==> config.mk <==
export PLATFORM = sky130hd
export DESIGN_NAME = run_controller
export DESIGN_NICKNAME = d
export VERILOG_FILES = /design/src/rtl/run_controller.sv
export SDC_FILE = /design/constraint.sdc
export NUM_CORES = 1
export LEC_CHECK = 0
export CAP_MARGIN = 25
export CORE_ASPECT_RATIO = 1.75
export CORE_UTILIZATION = 55
export DETAILED_ROUTE_END_ITERATION = 12
export PLACE_DENSITY = 0.82
export SLEW_MARGIN = 10
export SYNTH_ARGS = -nofsm -noshare
export SYNTH_HDL_FRONTEND = slang
export SYNTH_SLANG_ARGS = --single-unit
==> constraint.sdc <==
create_clock -name CLOCK_50 -period 6.3 [get_ports CLOCK_50]
set_input_delay 1.26 -clock CLOCK_50 [delete_from_list [all_inputs] [get_ports CLOCK_50]]
set_output_delay 1.26 -clock CLOCK_50 [all_outputs]
set_load 0.05 [all_outputs]
==> src/rtl/run_controller.sv <==
// Boot sequencer and run-budget controller: staggered per-domain reset release, budgeted run, stop/restart.
// Optional feature macro: RUN_CONTROLLER_HALT_EN enables halt_req; without it runs end only on budget expiry.
module run_controller #(
   parameter int NUM_DOMAINS    = 2,
   parameter int HOLD_CYCLES    = 10,
   parameter int STAGGER_CYCLES = 4,
   parameter int RUN_CYCLES     = 500000,
   parameter int CNT_W          = 21,
   parameter int AUTO_RESTART   = 0
) (
   input  logic                   CLOCK_50,
   input  logic                   reset,
   input  logic                   halt_req,
   input  logic                   restart,
   output logic [NUM_DOMAINS-1:0] domain_rst_n,
   output logic                   running,
   output logic                   done,
   output logic                   halted,
   output logic [CNT_W-1:0]       cycle_count,
   output logic [1:0]             state
);

   localparam logic [1:0] ST_HOLD    = 2'd0;
   localparam logic [1:0] ST_RELEASE = 2'd1;
   localparam logic [1:0] ST_RUN     = 2'd2;
   localparam logic [1:0] ST_DONE    = 2'd3;

   localparam int TMR_MAX = (HOLD_CYCLES > STAGGER_CYCLES) ? HOLD_CYCLES : STAGGER_CYCLES;
   localparam int TMR_W   = $clog2(TMR_MAX + 1);

   localparam logic [TMR_W-1:0] HOLD_LAST    = TMR_W'(HOLD_CYCLES - 1);
   localparam logic [TMR_W-1:0] STAGGER_LAST = TMR_W'(STAGGER_CYCLES - 1);
   localparam logic [CNT_W-1:0] RUN_LIMIT    = CNT_W'(RUN_CYCLES);

   logic [TMR_W-1:0]       timer;
   logic [NUM_DOMAINS-1:0] dom_shift;
   logic [CNT_W-1:0]       cnt_inc;
   logic                   halt_hit;
   logic                   budget_hit;

   // Domains release as a thermometer code: shifting in a 1 releases the next domain.
   assign dom_shift = NUM_DOMAINS'({domain_rst_n, 1'b1});

   // Saturating increment keeps an unbounded run from wrapping.
   assign cnt_inc    = (&cycle_count) ? cycle_count : cycle_count + CNT_W'(1);
   assign budget_hit = (RUN_CYCLES != 0) && (cnt_inc == RUN_LIMIT);

`ifdef RUN_CONTROLLER_HALT_EN
   assign halt_hit = halt_req;
`else
   logic unused_halt;
   assign unused_halt = halt_req;
   assign halt_hit    = 1'b0;
`endif

   always_ff @(posedge CLOCK_50 or negedge reset) begin
      if (!reset) begin
         state        <= ST_HOLD;
         timer        <= '0;
         domain_rst_n <= '0;
         running      <= 1'b0;
         done         <= 1'b0;
         halted       <= 1'b0;
         cycle_count  <= '0;
      end else begin
         case (state)
            ST_HOLD: begin
               if (timer == HOLD_LAST) begin
                  timer        <= '0;
                  domain_rst_n <= dom_shift;
                  if (&dom_shift) begin
                     state       <= ST_RUN;
                     running     <= 1'b1;
                     cycle_count <= '0;
                  end else begin
                     state <= ST_RELEASE;
                  end
               end else begin
                  timer <= timer + TMR_W'(1);
               end
            end
            ST_RELEASE: begin
               if (timer == STAGGER_LAST) begin
                  timer        <= '0;
                  domain_rst_n <= dom_shift;
                  if (&dom_shift) begin
                     state       <= ST_RUN;
                     running     <= 1'b1;
                     cycle_count <= '0;
                  end
               end else begin
                  timer <= timer + TMR_W'(1);
               end
            end
            ST_RUN: begin
               // The stopping edge still counts its own cycle.
               cycle_count <= cnt_inc;
               if (halt_hit || budget_hit) begin
                  state        <= ST_DONE;
                  running      <= 1'b0;
                  done         <= 1'b1;
                  halted       <= halt_hit;
                  domain_rst_n <= '0;
               end
            end
            ST_DONE: begin
               if (restart || (AUTO_RESTART != 0)) begin
                  state       <= ST_HOLD;
                  timer       <= '0;
                  done        <= 1'b0;
                  halted      <= 1'b0;
                  cycle_count <= '0;
               end
            end
            default: begin
               state <= ST_HOLD;
            end
         endcase
      end
   end

endmodule

# Word level (Yosys, flattened, before mapping)
# Cells that the tools add are included.
# totals
word_cells	60
regBits	32
out_inout_bits	28
# op_classes
muxes	30
n_addsub	2
reduce_logical	10
eq_ne	11
# ops
operator	n
2-to-1 mux 21 bit	5
case mux 21 bit (4 select lines)	1
adder 21 x 1 -> 21 bit (second input constant)	1
== test 21 x 19 -> 1 bit (second input constant)	1
AND reduction 21 bit	1
2-to-1 mux 2 bit	9
2-to-1 mux 4 bit	3
case mux 4 bit (3 select lines)	1
!= test 2 bit (second input constant)	5
case mux 2 bit (4 select lines)	1
2-to-1 mux 1 bit	6
case mux 2 bit (3 select lines)	1
AND reduction 3 bit	2
nonzero test 3 bit	2
AND reduction 5 bit	1
adder 4 x 1 -> 4 bit (second input constant)	1
== test 2 bit (second input constant)	2
== test 4 x 2 -> 1 bit (second input constant)	1
== test 4 bit (second input constant)	1
case mux 1 bit (2 select lines)	2
AND reduction 4 bit	1
case mux 1 bit (3 select lines)	1
== test 2 x 1 -> 1 bit (second input constant)	1
logical NOT 2 bit	1
2 further kinds	2

# Logic depth before layout (Yosys ltp)
# logic_depth
ltp_word	5
mapped_depth	11

# Least setup slack after synthesis
# OpenSTA, ideal clock, no wires.
# synth_timing
path_kind	register to register
startpoint	register cycle_count[1]
endpoint	register state[1]
t_required_ns	6.172
setup_slack_ns	2.937
stages_incl_launch_ff	10
period_less_slack_ns	3.363
t_arrival_ns	3.235
n_path_buf	0
path_cell_list	dfrtp_1 -> ha_1 -> nand3_2 -> nor3_1 -> mux2_1 -> or3_1 -> a2111oi_4 -> o2111ai_2 -> a21oi_2 -> mux2_1
# synth_between
elab_chain_len	5
# synth_lines
element	line_no	source
from (decl)	19	output logic [CNT_W-1:0] cycle_count,
from (signal assigned)	97	cycle_count <= cnt_inc;
adder 21 x 1 -> 21 bit or AND reduction 21 bit (tied branches)	45	assign cnt_inc = (&cycle_count) ? cycle_count : cycle_count + CNT_W'(1);
2-to-1 mux 21 bit (*)	45	
== test 21 x 19 -> 1 bit (*)	46	assign budget_hit = (RUN_CYCLES != 0) && (cnt_inc == RUN_LIMIT);
!= test 2 bit (no source line) (*)	--	
AND reduction 5 bit (no source line) (*)	--	
to (signal assigned)	58	state <= ST_HOLD;
to (signal assigned)	72	state <= ST_RUN;
to (signal assigned)	76	state <= ST_RELEASE;
to (decl)	20	output logic [1:0] state
# Every way passes the cells marked *; elsewhere a longest branch is shown, timed or not.
# A chain may end at the register's enable or synchronous reset.

# Worst setup path in the final report
# layout_timing
startpoint	register cycle_count[0]
endpoint	register state[1]
# The elaborated chain is that of the path after synthesis.

==> flow_metrics.tcl <==
set metrics [dict create \
    status "complete, no violations" \
    tightest_slew_ns 0.662 \
    crit_fanout 12 \
    relSlewSlack_pct 55.7 \
    cts_post_setup_buffers_inserted 0 \
    synth_largest_area_cell "dfrtp_1" \
    pwr_density_cell_mw_per_mm2 156 \
    timing.setup.tns_ns 0 \
    grt_pass1_vias 2017 \
    synth_top_area_share_pct 33.8 \
    fp.dieArea_mm2 0.00445 \
    syn_area_mm2 0.00230 \
    rrSetupSlack_ns 2.78 \
    critPathRequiredTime_ns 6.47 \
    rows 30 \
    syn_area_per_cell_um2 8.35 \
    fin_crit_sh_pct 55.9 \
    cts_buffer_depth 2 \
    critPathKind "reg -> reg" \
    fin_nets 305 \
    drc 0 \
    cts_inserted_buffers 5 \
    drtPass1Iterations 4 \
    clock_latency_ns 0.29 \
    period_needed_ns 3.52 \
    track_usage_pct 27.4 \
    clk_root_buffer_cell "clkbuf_8" \
    timing.critical_path.buf_inv 0 \
    ctsHoldBuffers 0 \
    fmax_mhz 284 \
    ys_warn_count 0 \
    syn2layout_area_growth_pct 16.0 \
    cp-start-kind "flip-flop" \
    fin_ws_ns 2.78 \
    die_w_um 50.9 \
    ys_top_cells_by_area "dfrtp_1, ha_1, o21ai_0" \
    hold_violations 0 \
    vias_per_cell 6.19 \
    critical_path.top_delay_family "simple AND/OR/NAND/NOR gates" \
    drive_gt1_share_pct 7.88 \
    wl_um 5300 \
    arrival_ns 3.70 \
    syn_inst 275 \
    vdd_drop_max_mv 0.162 \
    diodes 0 \
    die_h_um 87.5 \
    multi_input_area_mm2 0.00136 \
    gp_congestion 0.897 \
    dp_slack_ns 2.85 \
    place_inst 332 \
    syn_nets 289 \
    htreeDepth 2 \
    synth_edf_count 0 \
    vias 2106 \
    worstHoldStart "running" \
    synth.most_common_cell "dfrtp_1" \
    path_cells "ha_1 -> nand3_2 -> nor3_1 -> mux2_1 -> or3_1 -> a2111oi_4 -> o2111ai_2 -> a21oi_2 -> mux2_1" \
    seqCellArea_um2 776 \
    ys_types 55 \
    hpwl_um 3780 \
    ctsResizeCount 0 \
    ys_seq_area_share_pct 33.8 \
    rsz0062_at_grt "false" \
    wire_per_inst_um 15.6 \
    gr-total-overflow 0 \
    grt_pass1_wl_um 9050 \
    max_stage_delay_ns 0.53 \
    ys_ff_latch 31 \
    ant_nets 0 \
    drv_cap 0 \
    start_util_pct 58.3 \
    synth_flop_cell "dfrtp_1" \
    final_core_utilization_pct 67.6 \
    fin_cells 340 \
    clock_sinks 31 \
    slew_violations 0 \
    setup_violations 0 \
    hold_path_class "reg -> reg" \
    path_clk_slew_ns 0.07 \
    ys_async_sr_fraction_pct 100 \
    io_pins 32 \
    drtIter0Drc 75 \
    reg2reg_from "cycle_count[0]" \
    synthTopCellsByCount "dfrtp_1, nand2_1, o21ai_0" \
    core-area_mm2 0.00394 \
    p_total_uw 415 \
    p_leak_nw 1.06 \
    antenna_found_initial 0 \
    cts_tree "yes" \
    crit_slowest_cell "dfrtp_1" \
    fin_skew_ns 0.00610 \
    critPathMostFrequentCell "mux2_1" \
    crit_start "cycle_count[0]" \
    endpoint_kind "flip-flop" \
    fill_cells 339 \
    port_buffers 29 \
    grt_max_degree 32 \
]
-- path summary, 6_finish.rpt --
path,endpoint,depth (start not counted)
worst max-delay path,state[1],9
max in group asynchronous,cycle_count[19],2
worst min register to register,running,1
min in group asynchronous,cycle_count[10],2
worst min-delay path,running,1
worst max register to register,state[1],9
-- flip-flops by register name (all words and copies together) (netlist names) --
signal	cells
timer	4
cycle_count	21
state	2
done	1
running	1
domain_rst_n	2
-- area by class of cell --
class / count / area share [%]
clock buffer: 6 / 3.10
clock inverter: 2 / 1.32
inverter: 13 / 1.83
multi-input combinational: 209 / 50.9
sequential: 31 / 29.1
tap: 48 / 2.25
timing repair buffer: 31 / 11.5
-- power by group --
group	internal, mW	switching, mW
registers	0.199	0
logic	0.00150	0.00543
clock network	0.128	0.0813
-- per-stage QoR --
stage	cell area [µm²]	hold slack (ns)
after CTS	2660	0.543
after global placement	2550	0.490
after floorplan	2300	0.517
after global routing	2660	0.575
after detailed placement	2550	0.524
final	2660	0.542
-- routing by layer --
layer	global-route usage [%]	vias to the layer above	wire, µm
li1	-	1026	-
met5	0	-	0
met3	4.36	19	190
met1	27.6	1006	2040
met4	18.9	0	231
met2	49.8	55	2840
-- worst register-to-register path: stages, from the launching register on --
cell and delay (ns):
dfrtp_1 0.53, ha_1 0.34, nand3_2 0.15, nor3_1 0.38, mux2_1 0.36, or3_1 0.41, a2111oi_4 0.39, o2111ai_2 0.28
a21oi_2 0.24, mux2_1 0.33
-- logic make-up after synthesis --
family / count (synthesis) / share of synthesized area, %
AO/OA/AOI/OAI: 86 / 25.4
XOR/XNOR: 6 / 2.29
adder cells (fa/ha/maj): 10 / 5.45
buffers and inverters: 35 / 7.19
flip-flops: 31 / 33.8
multiplexers: 4 / 1.85
other: 1 / 0.163
AND/OR/NAND/NOR: 102 / 23.9
-- layout by cell type (no fill, tap or decap), types with 3 or more instances in the layout --
| master | netlist | layout |
|---|---|---|
| and3_1 | 5 | 5 |
| nand4_2 | 3 | 3 |
| clkdlybuf4s50_1 | 0 | 29 |
| and2_1 | 3 | 3 |
| and4_1 | 3 | 3 |
| nor3_1 | 7 | 7 |
| xor2_1 | 4 | 4 |
| o21ai_1 | 9 | 9 |
| o22a_1 | 5 | 5 |
| a22o_1 | 4 | 4 |
| a31oi_1 | 4 | 4 |
| nor2_1 | 19 | 19 |
| o41ai_1 | 3 | 3 |
| clkbuf_8 | 0 | 6 |
| ha_1 | 10 | 10 |
| nand3_1 | 8 | 8 |
| dfrtp_1 | 31 | 31 |
| inv_1 | 13 | 13 |
| nand2_1 | 29 | 29 |
| a21oi_1 | 15 | 15 |
| o31ai_1 | 7 | 7 |
| nand4_1 | 6 | 6 |
| o21ai_0 | 24 | 24 |
Note: power is estimated with default switching activity, not from simulation.
